<file path="config.mk">
export PLATFORM = sky130hd
export DESIGN_NAME = zw_ack_rx_parser_flat
export DESIGN_NICKNAME = d
export VERILOG_FILES = /design/src/rtl/zw_pkg.sv /design/src/rtl/zw_ack_rx_parser_if.sv /design/src/rtl/zw_ack_rx_parser_timeout.sv /design/src/rtl/zw_ack_rx_parser.sv /design/src/flat_wrapper.sv
export SDC_FILE = /design/constraint.sdc
export NUM_CORES = 1
export LEC_CHECK = 0
export ABC_AREA = 1
export CAP_MARGIN = 20
export CELL_PAD_IN_SITES_DETAIL_PLACEMENT = 1
export CELL_PAD_IN_SITES_GLOBAL_PLACEMENT = 1
export CORE_MARGIN = 2
export CORE_UTILIZATION = 25
export DETAILED_ROUTE_END_ITERATION = 12
export GPL_ROUTABILITY_DRIVEN = 0
export GPL_TIMING_DRIVEN = 0
export PLACE_DENSITY = 0.49
export REMOVE_ABC_BUFFERS = 1
export SETUP_SLACK_MARGIN = 0.4
export SLEW_MARGIN = 5
export SYNTH_ARGS = -nofsm -noshare
export SYNTH_HDL_FRONTEND = slang
export SYNTH_SLANG_ARGS = --single-unit
</file>
<file path="constraint.sdc">
create_clock -name clk -period 2.2 [get_ports clk]
set_clock_uncertainty 0.05 [all_clocks]
set_input_delay 0.44 -clock clk [delete_from_list [all_inputs] [get_ports clk]]
set_output_delay 0.44 -clock clk [all_outputs]
set_load 0.03 [all_outputs]
</file>
<file path="src/rtl/zw_pkg.sv">
// Shared constants, error codes, FSM state type and checksum helper for the
// fingerprint-module reply parser.
package zw_pkg;

  localparam logic [7:0] ZW_HDR_H   = 8'hEF;
  localparam logic [7:0] ZW_HDR_L   = 8'h01;
  localparam logic [7:0] ZW_PID_ACK = 8'h07;
  localparam logic [7:0] ZW_PID_END = 8'h08;

  localparam logic [2:0] ZW_ERR_NONE    = 3'd0;
  localparam logic [2:0] ZW_ERR_ADDR    = 3'd1;
  localparam logic [2:0] ZW_ERR_PID     = 3'd2;
  localparam logic [2:0] ZW_ERR_LEN     = 3'd3;
  localparam logic [2:0] ZW_ERR_SUM     = 3'd4;
  localparam logic [2:0] ZW_ERR_TIMEOUT = 3'd5;

  typedef enum logic [3:0] {
    ST_IDLE  = 4'd0,
    ST_H2    = 4'd1,
    ST_ADDR  = 4'd2,
    ST_PID   = 4'd3,
    ST_LEN_H = 4'd4,
    ST_LEN_L = 4'd5,
    ST_BODY  = 4'd6,
    ST_SUM_H = 4'd7,
    ST_SUM_L = 4'd8
  } zw_state_e;

  // Packet checksum accumulates PID, length and body bytes modulo 2^16.
  function automatic logic [15:0] zw_sum_add(input logic [15:0] sum, input logic [7:0] b);
    return sum + {8'h00, b};
  endfunction

endpackage

</file>
<file path="src/rtl/zw_ack_rx_parser_if.sv">
// Byte-stream input and parsed-packet result bundle of the reply parser.
interface zw_ack_rx_parser_if;

  logic [7:0] rx_data;
  logic       rx_valid;
  logic       busy;
  logic [7:0] param_data;
  logic       param_valid;
  logic [7:0] confirm_code;
  logic       pkt_done;
  logic       pkt_ok;
  logic [2:0] err_code;

  modport master (
    output rx_data, rx_valid,
    input  busy, param_data, param_valid, confirm_code, pkt_done, pkt_ok, err_code
  );

  modport slave (
    input  rx_data, rx_valid,
    output busy, param_data, param_valid, confirm_code, pkt_done, pkt_ok, err_code
  );

endinterface

</file>
<file path="src/rtl/zw_ack_rx_parser_timeout.sv">
// Inter-byte timeout counter for the reply parser; present only when the
// parser is built with ZW_RX_TIMEOUT_EN.
module zw_rx_timeout #(
  parameter int TIMEOUT_CYC = 2_500_000
) (
  input  logic clk,
  input  logic rst_n,
  input  logic clear,
  input  logic run,
  output logic expired
);

  localparam int CW = $clog2(TIMEOUT_CYC + 1);
  localparam logic [CW-1:0] CNT_LAST = CW'(TIMEOUT_CYC - 1);
  localparam logic [CW-1:0] CNT_ONE  = CW'(32'd1);

  logic [CW-1:0] cnt_r;

  // Counts idle cycles inside a packet; any received byte restarts it.
  always_ff @(posedge clk or negedge rst_n) begin
    if (!rst_n) begin
      cnt_r <= '0;
    end else if (clear || !run) begin
      cnt_r <= '0;
    end else if (cnt_r != CNT_LAST) begin
      cnt_r <= cnt_r + CNT_ONE;
    end else begin
      cnt_r <= cnt_r;
    end
  end

  // A byte in the expiry cycle wins, so clear masks the flag.
  assign expired = run && !clear && (cnt_r == CNT_LAST);

endmodule

</file>
<file path="src/rtl/zw_ack_rx_parser.sv">
// Fingerprint-module reply parser: frames EF01/addr/PID/len/body/checksum and
// reports confirm code, parameter bytes and status. Option: ZW_RX_TIMEOUT_EN.
module zw_ack_rx_parser
  import zw_pkg::*;
#(
  parameter logic [31:0] MOD_ADDR    = 32'hFFFF_FFFF,
  parameter int          MAX_BODY    = 16,
  parameter int          TIMEOUT_CYC = 2_500_000
) (
  input logic               clk,
  input logic               rst_n,
  zw_ack_rx_parser_if.slave bus
);

  localparam int              BCW        = $clog2(MAX_BODY + 1);
  localparam logic [15:0]     MAX_BODY_W = 16'(MAX_BODY);
  localparam logic [BCW-1:0]  BODY_ONE   = BCW'(32'd1);

  zw_state_e      state_r;
  logic           busy_r;
  logic [7:0]     param_data_r;
  logic           param_valid_r;
  logic [7:0]     confirm_r;
  logic           pkt_done_r;
  logic           pkt_ok_r;
  logic [2:0]     err_r;
  logic [23:0]    addr_r;
  logic [1:0]     addr_cnt_r;
  logic [7:0]     len_hi_r;
  logic [15:0]    sum_r;
  logic [7:0]     sum_hi_r;
  logic [BCW-1:0] body_cnt_r;
  logic           first_body_r;

  logic [15:0]    len_s;
  logic [15:0]    len_body_s;
  logic           len_bad_s;
  logic           timeout_exp_s;

  assign len_s      = {len_hi_r, bus.rx_data};
  assign len_body_s = len_s - 16'd2;
  assign len_bad_s  = (len_s < 16'd3) || (len_body_s > MAX_BODY_W);

`ifdef ZW_RX_TIMEOUT_EN
  zw_rx_timeout #(
    .TIMEOUT_CYC (TIMEOUT_CYC)
  ) u_timeout (
    .clk     (clk),
    .rst_n   (rst_n),
    .clear   (bus.rx_valid),
    .run     (state_r != ST_IDLE),
    .expired (timeout_exp_s)
  );
`else
  assign timeout_exp_s = 1'b0;
  if (TIMEOUT_CYC < 1) begin : g_timeout_cfg_unused
  end
`endif

  // Packet framing FSM; every output is a register updated on byte arrival.
  always_ff @(posedge clk or negedge rst_n) begin
    if (!rst_n) begin
      state_r       <= ST_IDLE;
      busy_r        <= 1'b0;
      param_data_r  <= 8'h00;
      param_valid_r <= 1'b0;
      confirm_r     <= 8'h00;
      pkt_done_r    <= 1'b0;
      pkt_ok_r      <= 1'b0;
      err_r         <= ZW_ERR_NONE;
      addr_r        <= 24'h000000;
      addr_cnt_r    <= 2'd0;
      len_hi_r      <= 8'h00;
      sum_r         <= 16'h0000;
      sum_hi_r      <= 8'h00;
      body_cnt_r    <= '0;
      first_body_r  <= 1'b0;
    end else begin
      pkt_done_r    <= 1'b0;
      param_valid_r <= 1'b0;
      if (bus.rx_valid) begin
        case (state_r)
          ST_IDLE: begin
            if (bus.rx_data == ZW_HDR_H) begin
              state_r <= ST_H2;
              busy_r  <= 1'b1;
            end else begin
              state_r <= ST_IDLE;
            end
          end
          ST_H2: begin
            if (bus.rx_data == ZW_HDR_L) begin
              state_r    <= ST_ADDR;
              addr_cnt_r <= 2'd0;
            end else if (bus.rx_data == ZW_HDR_H) begin
              state_r <= ST_H2;
            end else begin
              state_r <= ST_IDLE;
              busy_r  <= 1'b0;
            end
          end
          ST_ADDR: begin
            addr_r     <= {addr_r[15:0], bus.rx_data};
            addr_cnt_r <= addr_cnt_r + 2'd1;
            if (addr_cnt_r != 2'd3) begin
              state_r <= ST_ADDR;
            end else if ({addr_r, bus.rx_data} == MOD_ADDR) begin
              state_r <= ST_PID;
            end else begin
              state_r    <= ST_IDLE;
              busy_r     <= 1'b0;
              pkt_done_r <= 1'b1;
              pkt_ok_r   <= 1'b0;
              err_r      <= ZW_ERR_ADDR;
            end
          end
          ST_PID: begin
            if (bus.rx_data == ZW_PID_ACK || bus.rx_data == ZW_PID_END) begin
              state_r <= ST_LEN_H;
              sum_r   <= {8'h00, bus.rx_data};
            end else begin
              state_r    <= ST_IDLE;
              busy_r     <= 1'b0;
              pkt_done_r <= 1'b1;
              pkt_ok_r   <= 1'b0;
              err_r      <= ZW_ERR_PID;
            end
          end
          ST_LEN_H: begin
            len_hi_r <= bus.rx_data;
            sum_r    <= zw_sum_add(sum_r, bus.rx_data);
            state_r  <= ST_LEN_L;
          end
          ST_LEN_L: begin
            sum_r <= zw_sum_add(sum_r, bus.rx_data);
            if (len_bad_s) begin
              state_r    <= ST_IDLE;
              busy_r     <= 1'b0;
              pkt_done_r <= 1'b1;
              pkt_ok_r   <= 1'b0;
              err_r      <= ZW_ERR_LEN;
            end else begin
              state_r      <= ST_BODY;
              body_cnt_r   <= len_body_s[BCW-1:0];
              first_body_r <= 1'b1;
            end
          end
          ST_BODY: begin
            sum_r      <= zw_sum_add(sum_r, bus.rx_data);
            body_cnt_r <= body_cnt_r - BODY_ONE;
            if (first_body_r) begin
              confirm_r    <= bus.rx_data;
              first_body_r <= 1'b0;
            end else begin
              param_data_r  <= bus.rx_data;
              param_valid_r <= 1'b1;
            end
            if (body_cnt_r == BODY_ONE) begin
              state_r <= ST_SUM_H;
            end else begin
              state_r <= ST_BODY;
            end
          end
          ST_SUM_H: begin
            sum_hi_r <= bus.rx_data;
            state_r  <= ST_SUM_L;
          end
          ST_SUM_L: begin
            state_r    <= ST_IDLE;
            busy_r     <= 1'b0;
            pkt_done_r <= 1'b1;
            if ({sum_hi_r, bus.rx_data} == sum_r) begin
              pkt_ok_r <= 1'b1;
              err_r    <= ZW_ERR_NONE;
            end else begin
              pkt_ok_r <= 1'b0;
              err_r    <= ZW_ERR_SUM;
            end
          end
          default: begin
            state_r <= ST_IDLE;
            busy_r  <= 1'b0;
          end
        endcase
      end else if (timeout_exp_s) begin
        state_r    <= ST_IDLE;
        busy_r     <= 1'b0;
        pkt_done_r <= 1'b1;
        pkt_ok_r   <= 1'b0;
        err_r      <= ZW_ERR_TIMEOUT;
      end else begin
        state_r <= state_r;
      end
    end
  end

  assign bus.busy         = busy_r;
  assign bus.param_data   = param_data_r;
  assign bus.param_valid  = param_valid_r;
  assign bus.confirm_code = confirm_r;
  assign bus.pkt_done     = pkt_done_r;
  assign bus.pkt_ok       = pkt_ok_r;
  assign bus.err_code     = err_r;

endmodule

</file>
<file path="src/flat_wrapper.sv">
// flat-port wrapper written by rule: the top's interface ports become plain ports
module zw_ack_rx_parser_flat import zw_pkg::*;
#(
  parameter logic [31:0] MOD_ADDR    = 32'hFFFF_FFFF,
  parameter int          MAX_BODY    = 16,
  parameter int          TIMEOUT_CYC = 2_500_000
)
  (clk, rst_n, bus_rx_data, bus_rx_valid, bus_busy, bus_param_data, bus_param_valid, bus_confirm_code, bus_pkt_done, bus_pkt_ok, bus_err_code);
  zw_ack_rx_parser_if bus_i ();
  input logic clk;
  input logic rst_n;
  input wire logic [$bits(bus_i.rx_data)-1:0] bus_rx_data;
  input wire logic [$bits(bus_i.rx_valid)-1:0] bus_rx_valid;
  output wire logic [$bits(bus_i.busy)-1:0] bus_busy;
  output wire logic [$bits(bus_i.param_data)-1:0] bus_param_data;
  output wire logic [$bits(bus_i.param_valid)-1:0] bus_param_valid;
  output wire logic [$bits(bus_i.confirm_code)-1:0] bus_confirm_code;
  output wire logic [$bits(bus_i.pkt_done)-1:0] bus_pkt_done;
  output wire logic [$bits(bus_i.pkt_ok)-1:0] bus_pkt_ok;
  output wire logic [$bits(bus_i.err_code)-1:0] bus_err_code;
  assign bus_i.rx_data = bus_rx_data;
  assign bus_i.rx_valid = bus_rx_valid;
  assign bus_busy = bus_i.busy;
  assign bus_param_data = bus_i.param_data;
  assign bus_param_valid = bus_i.param_valid;
  assign bus_confirm_code = bus_i.confirm_code;
  assign bus_pkt_done = bus_i.pkt_done;
  assign bus_pkt_ok = bus_i.pkt_ok;
  assign bus_err_code = bus_i.err_code;
  zw_ack_rx_parser #(.MOD_ADDR(MOD_ADDR), .MAX_BODY(MAX_BODY), .TIMEOUT_CYC(TIMEOUT_CYC)) u_core (.clk(clk), .rst_n(rst_n), .bus(bus_i));
endmodule
</file>
* After elaboration in Yosys (flattened, before gate mapping) *
Index checks and enable logic that the tools add are counted.

cells by class
  div/mod/pow operators = 0
  add/sub/neg operators = 4
  shift operators = 0
  bitwise logic cells = 2
  eq/ne operators = 26
  muxes and demuxes = 41
  reductions and logical operators = 19
  multiply operators = 0
  magnitude comparators = 2

operator list
  kind                                                                     count
  32-bit equality test, second input constant                              1
  16-bit case mux with 2 select lines                                      1
  4-bit case mux with 8 select lines                                       1
  3-bit 2-to-1 mux                                                         7
  1-bit 2-to-1 mux                                                         19
  16-bit by 8-bit adder with 16-bit output                                 1
  16-bit equality test                                                     1
  4-bit by 3-bit equality test with 1-bit output, second input constant    4
  16-bit by 5-bit > comparator with 1-bit output, second input constant    1
  16-bit by 2-bit < comparator with 1-bit output, second input constant    1
  16-bit 2-to-1 mux                                                        1
  16-bit by 2-bit subtractor with 16-bit output, second input constant     1
  3-bit AND reduction                                                      5
  2-bit inequality test, second input constant                             7
  3-bit case mux with 4 select lines                                       1
  5-bit case mux with 2 select lines                                       1
  9-bit AND reduction                                                      1
  4-bit by 2-bit equality test with 1-bit output, second input constant    2
  8-bit by 1-bit equality test with 1-bit output, second input constant    1
  8-bit by 3-bit equality test with 1-bit output, second input constant    1
  8-bit by 4-bit equality test with 1-bit output, second input constant    1
  8-bit equality test, second input constant                               1
  4-bit 2-to-1 mux                                                         2
  2-bit by 1-bit inequality test with 1-bit output, second input constant  4
  other kinds (19)                                                         28

word-level totals
  memory bits (writable) = 0
  register bits after elaboration = 91
  logic and storage cells = 109
  output and inout port bits = 23
  memories = 0
  memory bits (read-only) = 0
  input bits = 11
  bits in latches = 0

* Logic depth before layout (Yosys ltp) *
  depth in word-level cells = 6
  gate-level depth with buffers = 16

* Least setup slack after synthesis *
OpenSTA, ideal clock, no wires.

  kind = input to register
  start = input bus_rx_data[0]
  end = register u_core.sum_r[14]
  arrival = 2.025 ns
  data required time = 2.031 ns
  path buffers = 0
  setup time = 0.119 ns
  cell stages on the path = 12
  path slack = 0.006 ns
  cells stage by stage = ha_1 > inv_1 > fa_1 > o21ai_0 > nand3_1 > nand2_1 > nand2_1 > nand2_1 > nand3_1 > nor2_1 > a21oi_1 > o21a_1

between the ends
  cells in the longest elaborated chain, start to end = 4
  elaborated cells on any way between the ends = 7

RTL lines
  item                                                                              RTL line                 RTL
  start: declaration                                                                flat_wrapper.sv:12       input wire logic [$bits(bus_i.rx_data)-1:0] bus_rx_data;
  branches (longest 4 deep; another with 16-bit by 8-bit adder with 16-bit output)  n/a
  end signal: assignment                                                            zw_ack_rx_parser.sv:120  sum_r <= {8'h00, bus.rx_data};
  end signal: assignment                                                            zw_ack_rx_parser.sv:131  sum_r <= zw_sum_add(sum_r, bus.rx_data);
  end signal: assignment                                                            zw_ack_rx_parser.sv:135  sum_r <= zw_sum_add(sum_r, bus.rx_data);
  end: declaration                                                                  zw_ack_rx_parser.sv:30   logic [15:0] sum_r;

Parallel ways; which one is timed is not known.
A chain may end at the register's enable or synchronous reset.

* Worst setup path after layout *
  start = register u_core.sum_r[0]
  end = register u_core.sum_r[14]

between the ends
  cells in the longest elaborated chain, start to end = 2

RTL lines
  item                                      RTL line                RTL
  16-bit by 8-bit adder with 16-bit output  zw_pkg.sv:31            return sum + {8'h00, b};
  16-bit case mux with 2 select lines       zw_ack_rx_parser.sv:82  case (state_r)

Every way passes these cells.

==> impl_results.md <==
- EDFF count, synth: 0
- Total core area: 19400 µm²
- Fin. Hold Viols: 0
- Final min period: 2.09 ns
- Clock Pin Slew Worst Setup and Hold Paths: 0.07 ns
- Fmax: 0.478 GHz
- Hold WS: 0.0119 ns
- Yosys warns: 0
- Synthesis-to-finish area growth: 35.1%
- M3 GR Usage: 0.0265
- Slew HR: 0.637
- CTS tree: done
- Number of routed nets with antenna violations: 0
- Largest net degree at the start of global routing: 54
- Critical path endpoint category: register
- Netlist Area Pre-Place: 4930 µm²
- Port Buffers: 33
- CTS Root Cell: clkbuf_16
- Worst-path cell chain: ha_2 -> inv_2 -> fa_2 -> o21ai_4 -> nand3_2 -> nand2_2 -> nand2_2 -> nand2_4 -> nand3_4 -> nor2_4 -> a21oi_2 -> o21a_1
- Cells after Synth: 624
- Worst Path Max Fanout: 4
- Number of antenna violations at the first check in global routing: 0
- Area of the die: 20900 µm²
- Critical path's most frequent cell: nand2_2
- GRT Overall Usage: 0.164
- Buffers & Inverters on Critical Path: 1
- Nets: 726
- Starting density of the core: 0.254
- # rows: 51
- Worst skew pair latency: 0.35 ns
- # clock sinks: 91
- Slowest CP cell: fa_2
- RSZ-0062 raised after global routing: true
- Chip Width: 144 µm
- Startpoint Class: register
- Synth Flop Type: dfrtp_1
- Post-DP HPWL: 10600 µm
- Vias/cell: 4.64
- 1st-pass router iterations: 4
- CTS Hold Buffers Added: 0
- R2r endpoint: u_core.sum_r[14]$_DFFE_PN0P_
- Worst Max-Slew Pin Slew: 0.544 ns
- Layout cells sized above 1: 0.263
- DR WL/cell: 16.6 µm
- CP arrival: 2.29 ns
- Drt first-iter violations: 161
- Io pins: 34
- Leakage power: 3.16 nW
- Distinct cells, synth: 43
- Outcome: completed
- Height of the chip: 144 µm
- Vias in the first global route: 4750
- FILL cells: 2340
- Ant diodes: 0
- Num CTS Buffers: 9
- Setup TNS: 0 ns
- Bufs on Longest Clock Path: 2
- Mapped Avg Cell Area: 7.90 µm²
- #FFs+latches synth: 91
- H-tree depth: 3
- Busiest grt layer: met2
- MaxCap Viol Count: 0
- Delay-heaviest family, CP: adder cells
- Asr flop ratio synth: 1.00
- Setup-failing EPs final: 0
- First-pass GRT wire length: 26100 µm
- Max stage delay on crit path: 0.41 ns
- R2R cell count: 12
- Routed WL: 16100 µm
- Final period util: 0.952
- Routing usage on met1: 0.212
- Hold/Removal Path Class: primary input to async pin
- R2R Path Start: u_core.sum_r[0]$_DFFE_PN0P_
- Residual DRC: 0
- Grt met2 use: 0.285
- VDD IR-drop max: 0.415 mV
- Pwr dens: 1060 nW/µm²
- Via Count: 4512
- R2R setup slack: 0.11 ns
- Max-slew violations: 0
- Req. time, crit path: 2.40 ns
- Grt ovf: 0
- Seq/Total Area, Yosys: 0.462
- Critical Setup Path Class: register to register
[logic make-up (layout without fill, tap and decap cells)]
family	count (synthesis)	count (layout)	synth area share
multiplexers	1	1	0.00203
AO/OA/AOI/OAI	120	120	0.136
flip-flops	91	91	0.462
buffers and inverters	83	164	0.0680
AND/OR/NAND/NOR	300	302	0.269
adder cells (fa/ha/maj)	13	13	0.0345
XOR/XNOR	16	16	0.0284
[cell usage after synthesis (3+ instances only)]
| cell type | number | area (µm²) |
|---|---|---|
| a21oi_1 | 17 | 85.1 |
| a31oi_1 | 4 | 25.0 |
| clkbuf_1 | 10 | 37.5 |
| dfrtp_1 | 91 | 2280 |
| ha_1 | 12 | 150 |
| inv_1 | 65 | 244 |
| inv_2 | 3 | 11.3 |
| nand2_1 | 173 | 649 |
| nand2_2 | 5 | 31.3 |
| nand3_1 | 30 | 150 |
| nand4_1 | 15 | 93.8 |
| nor2_1 | 48 | 180 |
| nor2_2 | 6 | 37.5 |
| nor2_4 | 5 | 56.3 |
| nor3_1 | 6 | 30.0 |
| nor4_1 | 4 | 25.0 |
| o21ai_0 | 77 | 385 |
| o21ai_2 | 6 | 52.6 |
| o22ai_1 | 3 | 18.8 |
| xnor2_1 | 4 | 35.0 |
| xor2_1 | 12 | 105 |
[layout by cell type (no fill, tap or decap), drive strengths merged, types with 2 or more instances in the layout]
cell type and instances:
nand2 181, dfrtp 91, o21ai 85, inv 69, nor2 59, buf 53, nand3 31, dlygate4sd2 23
a21oi 19, nand4 16, xor2 12, clkbuf 12, ha 12, nor3 7, a31oi 4, nor4 4
xnor2 4, clkinvlp 3, o22ai 3, clkinv 3, nand3b 2, a221oi 2
[area by class of cell]
cell class,count,area [µm²],share of cell area
Timing Repair Buffer,79,686,0.103
Timing Repair inverter,1,7.51,0.00113
Multi-Input combinational cell,452,2810,0.421
Clock buffer,10,229,0.0344
Sequential cell,91,2280,0.342
Clock inverter,6,50.0,0.00751
Tap cell,265,332,0.0498
Inverter,68,269,0.0404
[registers in the layout, indices dropped and copies added, names as in the netlist]
name / flops
u_core.first_body_r: 1
u_core.body_cnt_r: 5
u_core.sum_r: 16
u_core.bus.busy: 1
u_core.bus.pkt_ok: 1
u_core.addr_r: 24
u_core.bus.param_valid: 1
u_core.sum_hi_r: 8
u_core.bus.pkt_done: 1
u_core.bus.err_code: 3
u_core.state_r: 4
u_core.bus.param_data: 8
u_core.addr_cnt_r: 2
u_core.len_hi_r: 8
u_core.bus.confirm_code: 8
[layer usage]
layer  vias to the layer above  part of all wire  wire length [µm]
met3                        11             0.018               298
met5                         -                 0                 0
met4                         0             0.012               188
met2                        41              0.50              8100
met1                      2254              0.47              7530
li1                       2206                 -                 -
[worst max-delay path by stage]
stage                                              from                           end  slack [ns]  depth (start not counted)
final                       u_core.sum_r[0]$_DFFE_PN0P_  u_core.sum_r[14]$_DFFE_PN0P_        0.11                         12
after global routing        u_core.sum_r[0]$_DFFE_PN0P_  u_core.sum_r[14]$_DFFE_PN0P_       -0.03                         12
after CTS                   u_core.sum_r[0]$_DFFE_PN0P_  u_core.sum_r[14]$_DFFE_PN0P_        0.14                         12
after detailed placement                 bus_rx_data[3]  u_core.sum_r[14]$_DFFE_PN0P_       -1.52                         10
after global placement                            rst_n   u_core.sum_r[8]$_DFFE_PN0P_       -3.16                          1
after floorplan           u_core.state_r[3]$_DFFE_PN0P_  u_core.sum_r[14]$_DFFE_PN0P_       -0.05                          9
[metrics by stage]
| step | worst slack [ns] | area (µm²) | std cells | util | power [W] |
|---|---|---|---|---|---|
| global route | -0.0278 | 6660 | 972 | 0.343 | 0.00760 |
| finish | 0.106 | 6660 | 972 | 0.343 | 0.00703 |
| floorplan | -0.0519 | 4850 | 609 | - | 0.00405 |
| CTS | 0.136 | 6360 | 955 | 0.328 | 0.00683 |
| detailed placement | -1.52 | 5540 | 908 | 0.285 | 0.00478 |
| global placement | -3.16 | 5510 | 907 | 0.284 | 0.00470 |
[worst reg2reg max path, delay by kind of cell, from the launching register on]
| kind | cells | cell delay (ns) |
|---|---|---|
| buffers and inverters | 1 | 0.05 |
| flip-flops | 1 | 0.36 |
| AND/OR/NAND/NOR | 6 | 0.55 |
| AO/OA/AOI/OAI | 3 | 0.36 |
| adder cells (fa/ha/maj) | 2 | 0.61 |
[power breakdown]
group	total, W	switching, W	internal (W)
sequential	0.00269	0.000484	0.00221
combinational	0.00282	0.00160	0.00122
clock	0.00152	0.000736	0.000782
total	0.00703	0.00282	0.00420
[repair_timing]
action	in CTS	in global routing
setup endpoints to repair	114	75
pin swaps	28	27
setup buffers	28	17
gates resized for setup	157	43
gates cloned	3	0
endpoints found under the hold margin	0	0
Note: power is estimated with default switching activity, not from simulation.
